$ cat config.mk
export PLATFORM = sky130hd
export DESIGN_NAME = tx_framer
export DESIGN_NICKNAME = d
export VERILOG_FILES = /design/src/rtl/tx_framer.sv
export SDC_FILE = /design/constraint.sdc
export NUM_CORES = 1
export LEC_CHECK = 0
export ABC_CLOCK_PERIOD_IN_PS = 5100
export BUFFER_PORTS_ARGS = -buffer_cell sky130_fd_sc_hd__buf_4
export CAP_MARGIN = 10
export CORE_MARGIN = 3
export CORE_UTILIZATION = 50
export CTS_CLUSTER_DIAMETER = 50
export DETAILED_ROUTE_END_ITERATION = 7
export GPL_ROUTABILITY_DRIVEN = 1
export PLACE_DENSITY_LB_ADDON = 0.15
export REMOVE_ABC_BUFFERS = 1
export SYNTH_ARGS = -nofsm -noshare
export SYNTH_HDL_FRONTEND = slang
export SYNTH_SLANG_ARGS = --single-unit
$ cat constraint.sdc
create_clock -name clk -period 5.1 [get_ports clk]
set_input_delay 0.255 -clock clk [delete_from_list [all_inputs] [get_ports clk]]
set_output_delay 0.255 -clock clk [all_outputs]
set_load 0.03 [all_outputs]
$ cat src/rtl/tx_framer.sv
`default_nettype none
// ============================================================================
// Module      : tx_framer
// Description : Buffers one frame of payload bytes received over a
//               valid/ready handshake, then serialises it MSB-first as
//               preamble, sync word, length byte, payload and CRC-8, one bit
//               per bit_en tick, onto the encoder serial input.
// Ports       : clk        - system clock, rising edge
//               reset      - synchronous active-high reset
//               bit_en     - bit-rate tick; the serial output advances on it
//               in_data    - payload byte
//               in_valid   - in_data valid
//               in_last    - final byte of the frame
//               in_ready   - byte accepted when in_valid && in_ready
//               data_o     - serial bit stream
//               busy       - high from frame commit until frame end
//               frame_done - one-cycle pulse at frame end
// Revision    : 1.0 - initial release
// ============================================================================
module tx_framer #(
  parameter int          PREAMBLE_LEN = 16,
  parameter logic [15:0] SYNC_WORD    = 16'hE5A3,
  parameter int          MAX_LEN      = 64
) (
  input  logic       clk,
  input  logic       reset,
  input  logic       bit_en,
  input  logic [7:0] in_data,
  input  logic       in_valid,
  input  logic       in_last,
  output logic       in_ready,
  output logic       data_o,
  output logic       busy,
  output logic       frame_done
);

  localparam int c_idx_w   = (MAX_LEN > 1) ? $clog2(MAX_LEN) : 1;
  localparam int c_cnt_max = (PREAMBLE_LEN > 16) ? PREAMBLE_LEN : 16;
  localparam int c_cnt_w   = $clog2(c_cnt_max + 1);

  localparam logic [c_cnt_w-1:0] c_one       = c_cnt_w'(1);
  localparam logic [c_cnt_w-1:0] c_pre_last  = c_cnt_w'(PREAMBLE_LEN);
  localparam logic [c_cnt_w-1:0] c_sync_last = c_cnt_w'(16);
  localparam logic [c_cnt_w-1:0] c_byte_last = c_cnt_w'(8);
  localparam logic [7:0]         c_max_last  = 8'(MAX_LEN - 1);

  typedef enum logic [2:0] {
    S_IDLE     = 3'd0,
    S_PREAMBLE = 3'd1,
    S_SYNC     = 3'd2,
    S_LEN      = 3'd3,
    S_PAYLOAD  = 3'd4,
    S_CRC      = 3'd5
  } state_t;

  logic [7:0] r_buf [0:MAX_LEN-1];

  state_t             r_state,     w_state;
  logic               r_data,      w_data;
  logic               r_done,      w_done;
  logic               r_committed, w_committed;
  logic [7:0]         r_count,     w_count;
  logic [7:0]         r_len,       w_len;
  logic [c_cnt_w-1:0] r_bitcnt,    w_bitcnt;
  logic [c_idx_w-1:0] r_byte_idx,  w_byte_idx;
  logic [15:0]        r_shift,     w_shift;   // outgoing bits leave from [15]
  logic [7:0]         r_crc,       w_crc;

  logic               w_accept;
  logic [c_idx_w-1:0] w_next_idx;
  logic [7:0]         w_first_byte;
  logic [7:0]         w_next_byte;

  // CRC-8, polynomial 0x07, one message bit per step
  function automatic logic [7:0] crc_step(input logic [7:0] crc, input logic b);
    return {crc[6:0], 1'b0} ^ ((crc[7] ^ b) ? 8'h07 : 8'h00);
  endfunction

  // in_ready also drops during the frame_done cycle
  assign in_ready     = ~reset & ~r_committed & ~r_done;
  assign w_accept     = in_valid & in_ready;
  assign busy         = r_committed;
  assign data_o       = r_data;
  assign frame_done   = r_done;
  assign w_next_idx   = r_byte_idx + 1'b1;
  assign w_first_byte = r_buf[0];
  assign w_next_byte  = r_buf[w_next_idx];

  always_comb begin
    w_state     = r_state;
    w_data      = r_data;
    w_done      = 1'b0;
    w_committed = r_committed;
    w_count     = r_count;
    w_len       = r_len;
    w_bitcnt    = r_bitcnt;
    w_byte_idx  = r_byte_idx;
    w_shift     = r_shift;
    w_crc       = r_crc;

    if (w_accept) begin
      w_count = r_count + 8'd1;
      if (in_last || (r_count == c_max_last)) begin
        w_committed = 1'b1;
        w_len       = r_count + 8'd1;
      end
    end

    if (bit_en) begin
      case (r_state)
        S_IDLE: begin
          if (r_committed) begin
            w_state  = S_PREAMBLE;
            w_data   = 1'b1;
            w_bitcnt = c_one;
          end else begin
            w_data = 1'b0;
          end
        end
        S_PREAMBLE: begin
          if (r_bitcnt == c_pre_last) begin
            w_state  = S_SYNC;
            w_data   = SYNC_WORD[15];
            w_shift  = {SYNC_WORD[14:0], 1'b0};
            w_bitcnt = c_one;
          end else begin
            w_data   = ~r_data;
            w_bitcnt = r_bitcnt + c_one;
          end
        end
        S_SYNC: begin
          if (r_bitcnt == c_sync_last) begin
            w_state  = S_LEN;
            w_data   = r_len[7];
            w_crc    = crc_step(r_crc, r_len[7]);
            w_shift  = {r_len[6:0], 9'd0};
            w_bitcnt = c_one;
          end else begin
            w_data   = r_shift[15];
            w_shift  = {r_shift[14:0], 1'b0};
            w_bitcnt = r_bitcnt + c_one;
          end
        end
        S_LEN: begin
          if (r_bitcnt == c_byte_last) begin
            w_state    = S_PAYLOAD;
            w_byte_idx = '0;
            w_data     = w_first_byte[7];
            w_crc      = crc_step(r_crc, w_first_byte[7]);
            w_shift    = {w_first_byte[6:0], 9'd0};
            w_bitcnt   = c_one;
          end else begin
            w_data   = r_shift[15];
            w_crc    = crc_step(r_crc, r_shift[15]);
            w_shift  = {r_shift[14:0], 1'b0};
            w_bitcnt = r_bitcnt + c_one;
          end
        end
        S_PAYLOAD: begin
          if (r_bitcnt == c_byte_last) begin
            if (8'(r_byte_idx) == (r_len - 8'd1)) begin
              // CRC now covers every payload bit already on the wire
              w_state  = S_CRC;
              w_data   = r_crc[7];
              w_shift  = {r_crc[6:0], 9'd0};
              w_bitcnt = c_one;
            end else begin
              w_byte_idx = w_next_idx;
              w_data     = w_next_byte[7];
              w_crc      = crc_step(r_crc, w_next_byte[7]);
              w_shift    = {w_next_byte[6:0], 9'd0};
              w_bitcnt   = c_one;
            end
          end else begin
            w_data   = r_shift[15];
            w_crc    = crc_step(r_crc, r_shift[15]);
            w_shift  = {r_shift[14:0], 1'b0};
            w_bitcnt = r_bitcnt + c_one;
          end
        end
        S_CRC: begin
          if (r_bitcnt == c_byte_last) begin
            w_state     = S_IDLE;
            w_data      = 1'b0;
            w_done      = 1'b1;
            w_committed = 1'b0;
            w_count     = 8'd0;
            w_crc       = 8'h00;
            w_bitcnt    = '0;
          end else begin
            w_data   = r_shift[15];
            w_shift  = {r_shift[14:0], 1'b0};
            w_bitcnt = r_bitcnt + c_one;
          end
        end
        default: begin
          w_state = S_IDLE;
          w_data  = 1'b0;
        end
      endcase
    end
  end

  always_ff @(posedge clk) begin
    if (reset) begin
      r_state     <= S_IDLE;
      r_data      <= 1'b0;
      r_done      <= 1'b0;
      r_committed <= 1'b0;
      r_count     <= 8'd0;
      r_len       <= 8'd0;
      r_bitcnt    <= '0;
      r_byte_idx  <= '0;
      r_shift     <= 16'd0;
      r_crc       <= 8'h00;
    end else begin
      r_state     <= w_state;
      r_data      <= w_data;
      r_done      <= w_done;
      r_committed <= w_committed;
      r_count     <= w_count;
      r_len       <= w_len;
      r_bitcnt    <= w_bitcnt;
      r_byte_idx  <= w_byte_idx;
      r_shift     <= w_shift;
      r_crc       <= w_crc;
    end
  end

  // Payload storage needs no reset: the byte count alone defines validity
  always_ff @(posedge clk) begin
    if (w_accept) begin
      r_buf[r_count[c_idx_w-1:0]] <= in_data;
    end
  end

endmodule
`default_nettype wire

After elaboration in Yosys (flattened, before gate mapping)
Memories as Yosys holds them, arrays and structs flattened.
Index checks and enable logic that the tools add are counted.
{"block": "word_totals", "register_bits": 57, "ramBits": 512, "input_bits": 13, "output_inout_bits": 4, "wordCells": 120, "mem_count": 1}
{"block": "classes", "n_addsub": 4, "n_eq_ne": 19, "mux": 54, "n_bitwise": 17, "reduce_logical": 15}
{"memory": "r_buf", "depth": 64, "width": 8, "rd": 2, "rd_clocked_by_memory_dff": 0, "write_ports": 1, "line_no": "56", "rtl": "logic [7:0] r_buf [0:MAX_LEN-1];"}
{"op": "$mux 16", "n": 6}
{"op": "$pmux 16 s5", "n": 1}
{"op": "$mux 8", "n": 9}
{"op": "$mux 3", "n": 11}
{"op": "$pmux 8 s4", "n": 1}
{"op": "$xor 8x3->8", "n": 4}
{"op": "$mux 5", "n": 4}
{"op": "$pmux 5 s4", "n": 1}
{"op": "$mux 6", "n": 3}
{"op": "$ne 2x2->1 const B", "n": 9}
{"op": "$pmux 3 s6", "n": 1}
{"op": "$mux 1", "n": 15}
{"op": "$pmux 6 s2", "n": 1}
{"op": "$reduce_and 5->1", "n": 2}
{"op": "$add 8x1->8 const B", "n": 1}
{"op": "$eq 6x8->1", "n": 1}
{"op": "$eq 8x6->1 const B", "n": 1}
{"op": "$reduce_and 8->1", "n": 1}
{"op": "$reduce_bool 4->1", "n": 2}
{"op": "$sub 8x1->8 const B", "n": 1}
{"op": "$add 6x1->6 const B", "n": 1}
{"op": "$eq 3x2->1 const B", "n": 2}
{"op": "$eq 3x3->1 const B", "n": 2}
{"op": "$not 1->1", "n": 6}
{"op": "17 further kinds", "n": 23}

Logic depth before layout (Yosys ltp)
{"block": "logic_depth", "ltp_word": 8, "mapped_depth": 12, "ltp_nobuf": 10}

Least setup slack after synthesis
Ideal clock, no wire load.
{"block": "synth_path", "kind": "reg2reg", "start": "register r_byte_idx[1]", "end": "register r_shift[14]", "setup_ns": 0.122, "t_arrival_ns": 2.813, "t_required_ns": 4.978, "slack_ns": 2.166, "path_stages_with_launch": 12, "path_buffers": 3, "synth_period_minus_slack_ns": 2.934, "path_cell_list": "dfxtp_1 ha_1 buf_2 buf_2 buf_2 mux4_2 mux4_2 mux2i_1 mux2i_1 mux2_2 a221oi_1 nor2_1"}
{"block": "synth_between", "elab_chain_len": 5, "elab_cells_between_ends": 6, "cone_classes": "1 x add/sub; 1 x eq/ne; 3 x mux; 1 x memory"}
{"element": "start: declaration", "line_no": "65", "rtl": "logic [c_idx_w-1:0] r_byte_idx, w_byte_idx;"}
{"element": "start signal: assignment", "line_no": "224", "rtl": "r_byte_idx <= w_byte_idx;"}
{"element": "$add 6x1->6", "line_no": "85", "rtl": "assign w_next_idx = r_byte_idx + 1'b1;"}
{"element": "$mem_v2 64x8"}
{"element": "$mux 16 *", "line_no": "161", "rtl": "if (8'(r_byte_idx) == (r_len - 8'd1)) begin"}
{"element": "$mux 16 *", "line_no": "160", "rtl": "if (r_bitcnt == c_byte_last) begin"}
{"element": "$pmux 16 s5 *", "line_no": "110", "rtl": "case (r_state)"}
{"element": "end signal: assignment", "line_no": "225", "rtl": "r_shift <= w_shift;"}
{"element": "end: declaration", "line_no": "66", "rtl": "logic [15:0] r_shift, w_shift;"}
Mark *: on every way between the ends. The rest lies on a longest branch, timed or not.
A chain may end at the register's enable or synchronous reset.

Worst setup path in the final report
{"block": "layout_path", "start": "register r_byte_idx[0]", "end": "register r_shift[11]"}
Same word-level chain as after synthesis.

==> impl_metrics.tcl <==
set metrics [dict create \
    grt_start_max_net_pins 112 \
    cp_slowest_stage_delay_ns 0.63 \
    numCtsBuffers 61 \
    netlist_area_mm2 0.0232 \
    ys_ff_latch 568 \
    grt_pass1_vias 11900 \
    clockRootBuffer "clkbuf_16" \
    clkTransAtPathRegs_ns 0.06 \
    utilization 0.569 \
    drive_gt1_frac 0.219 \
    grt_setup_unrepaired "no" \
    ys_seq_area_frac 0.711 \
    placed_cell_area_mm2 0.0240 \
    nets 1317 \
    slowest_stage "buf_12" \
    routed_via_density 6.14 \
    rows 78 \
    holdPathStages 2 \
    fin_crit_sh 0.739 \
    path_depth 8 \
    crit_family "multiplexers" \
    finalInstanceArea_mm2 0.0260 \
    chipWidth_um 221 \
    regToRegSetupSlack_ns 1.33 \
    slew_viol_final 0 \
    crit_buf_inv 1 \
    cts_tree "done" \
    syn_inst 1272 \
    max_freq_mhz 265 \
    firstDrtPassIters 5 \
    syn2layout_area_growth_pct 11.8 \
    p_leak_nw 8.06 \
    synth_edf_count 512 \
    place.gp.congestion 0.837 \
    die_area_mm2 0.0491 \
    core_area_mm2 0.0456 \
    wire_per_inst_um 27.3 \
    start_util 0.509 \
    die_y_um 221 \
    port_buffers 16 \
    cts_max_path_buffers 3 \
    grt-ovfl-total 0 \
    cp_max_fo 111 \
    grt_pass1_wl_um 79900 \
    wl_um 53300 \
    htreeDepth 2 \
    critPathRequiredTime_ns 5.61 \
    drtIter0Drc 1328 \
    grt.total_usage 0.219 \
    drc 0 \
    cap_violations 0 \
    period_needed_ns 3.77 \
    fin_hold_ws_ns 0.0595 \
    antenna_cells 0 \
    antenna_found_initial 0 \
    crit_path_end_kind "register" \
    post-dp-hpwl_um 32400 \
    hp-class "primary input to register" \
    yosys_warnings 0 \
    cts_resized 0 \
    cp-start-kind "register" \
    clkSinkCount 568 \
    slew_headroom 0.295 \
    syn_avg_cell_area_um2 18.3 \
    path_class "register to register" \
    setup_viol 0 \
    clock_skew_ns 0.0208 \
    synth-async-reset-ratio 0 \
    io-pin-count 17 \
    yosys.cell_types.count 61 \
    power-per-cell-area_mw_per_mm2 373 \
    ant_nets 0 \
    status "complete, no violations" \
    path_cells "buf_12 -> mux4_2 -> mux4_2 -> mux2i_1 -> mux2i_1 -> mux2_2 -> a221oi_1 -> nor2_1" \
    worstPathArrival_ns 4.27 \
    hold_viol 0 \
    clk-insertion-delay-late_ns 0.63 \
    ir_drop_mv 0.273 \
    finalPower_mw 9.68 \
    tightest_slew_ns 1.05 \
    vias 12000 \
    ff2ff_path_depth 8 \
    ys_dominant_reg_cell "edfxtp_1" \
]
-- final cells by class --
type                       instances  area (um^2)
clock buffer                      71         1590
clock inverter                    42          375
fill                            3389        19600
inverter                           9         33.8
multi-input combinational        625         6400
sequential                       568        16500
tap                              600          751
timing repair buffer              34          308
-- cells by family after synthesis --
logic type,share of synthesized area
multiplexers,0.168
AO/OA/AOI/OAI,0.0378
XOR/XNOR,0.0131
buffers and inverters,0.0160
flip-flops,0.711
AND/OR/NAND/NOR,0.0517
adder cells (fa/ha/maj),0.00269
-- synth_stat cells, types with 5 or more instances --
| cell type | instances | area (um^2) |
|---|---|---|
| edfxtp_1 | 512 | 15400 |
| mux4_2 | 157 | 3540 |
| nor2_1 | 136 | 510 |
| dfxtp_1 | 56 | 1120 |
| nand2_1 | 46 | 173 |
| clkbuf_1 | 34 | 128 |
| mux2i_1 | 30 | 300 |
| a21oi_1 | 25 | 125 |
| nand3_1 | 24 | 120 |
| buf_2 | 19 | 95.1 |
| xnor2_1 | 17 | 149 |
| a211oi_1 | 16 | 120 |
| xor2_1 | 16 | 140 |
| o21ai_0 | 15 | 75.1 |
| nor2b_1 | 13 | 81.3 |
| o21ai_1 | 13 | 65.1 |
| nor3_1 | 11 | 55.1 |
| a22oi_1 | 10 | 75.1 |
| buf_4 | 9 | 67.6 |
| inv_1 | 9 | 33.8 |
| and2_1 | 7 | 43.8 |
| a221oi_1 | 6 | 52.6 |
| buf_1 | 5 | 18.8 |
| ha_1 | 5 | 62.6 |
| o21a_1 | 5 | 37.5 |
| or3_1 | 5 | 31.3 |
-- registers in the layout, indices dropped and copies added, names as in the netlist --
register	flops
data_o	1
r_shift	15
r_state	3
r_count	8
frame_done	1
busy	1
r_byte_idx	6
r_bitcnt	5
r_len	8
r_crc	8
r_buf	512
-- power by group --
| part | internal, mW | leakage [nW] | switching, mW |
|---|---|---|---|
| Sequential | 5.09 | 5.06 | 0.0421 |
| Clock | 2.49 | 0.969 | 1.82 |
| Combinational | 0.0750 | 2.03 | 0.177 |
-- path summary, 6_finish.rpt --
path,startpoint,to
max,r_byte_idx[0]$_SDFFE_PP0P_,r_shift[11]$_SDFFE_PP0P_
max reg2reg,r_byte_idx[0]$_SDFFE_PP0P_,r_shift[11]$_SDFFE_PP0P_
min,reset,r_len[1]$_SDFFE_PP0P_
min reg2reg,r_shift[1]$_SDFFE_PP0P_,r_shift[1]$_SDFFE_PP0P_
-- per-layer routing --
layer / up-vias / GRT usage / share of wire
met3: 100 / 0.0421 / 0.064
li1: 5209 / - / -
met5: - / 0 / 0
met4: 0 / 0.0706 / 0.029
met2: 409 / 0.335 / 0.47
met1: 6256 / 0.325 / 0.44
-- repair_timing --
action	4_1_cts	5_1_grt
setup buffers	0	0
setup endpoints to repair	0	0
hold endpoints to repair	3	0
hold buffers	1	0
-- stage by stage --
stage          setup slack, ns  TNS, ns  std cells
2_1_floorplan            -5.26   -75.15       1202
3_3_place_gp              1.29        0       1835
3_5_place_dp              1.32        0       1835
4_1_cts                   1.31        0       1949
5_1_grt                   1.05        0       1949
6_report                  1.33        0       1949
-- layout by cell type (no fill, tap or decap), types with 11 or more instances in the layout --
| cell | n |
|---|---|
| o21ai_1 | 13 |
| clkinv_2 | 16 |
| edfxtp_1 | 512 |
| clkinv_1 | 12 |
| xnor2_1 | 16 |
| nand3_1 | 24 |
| mux4_2 | 157 |
| dfxtp_1 | 55 |
| nand2_1 | 46 |
| mux2i_1 | 30 |
| buf_4 | 29 |
| clkbuf_16 | 62 |
| a21oi_1 | 25 |
| xor2_1 | 15 |
| nor2b_1 | 13 |
| nor2_1 | 136 |
| nor3_1 | 11 |
| o21ai_0 | 15 |
| a211oi_1 | 16 |
No activity file was read; power rests on OpenSTA's default activity.
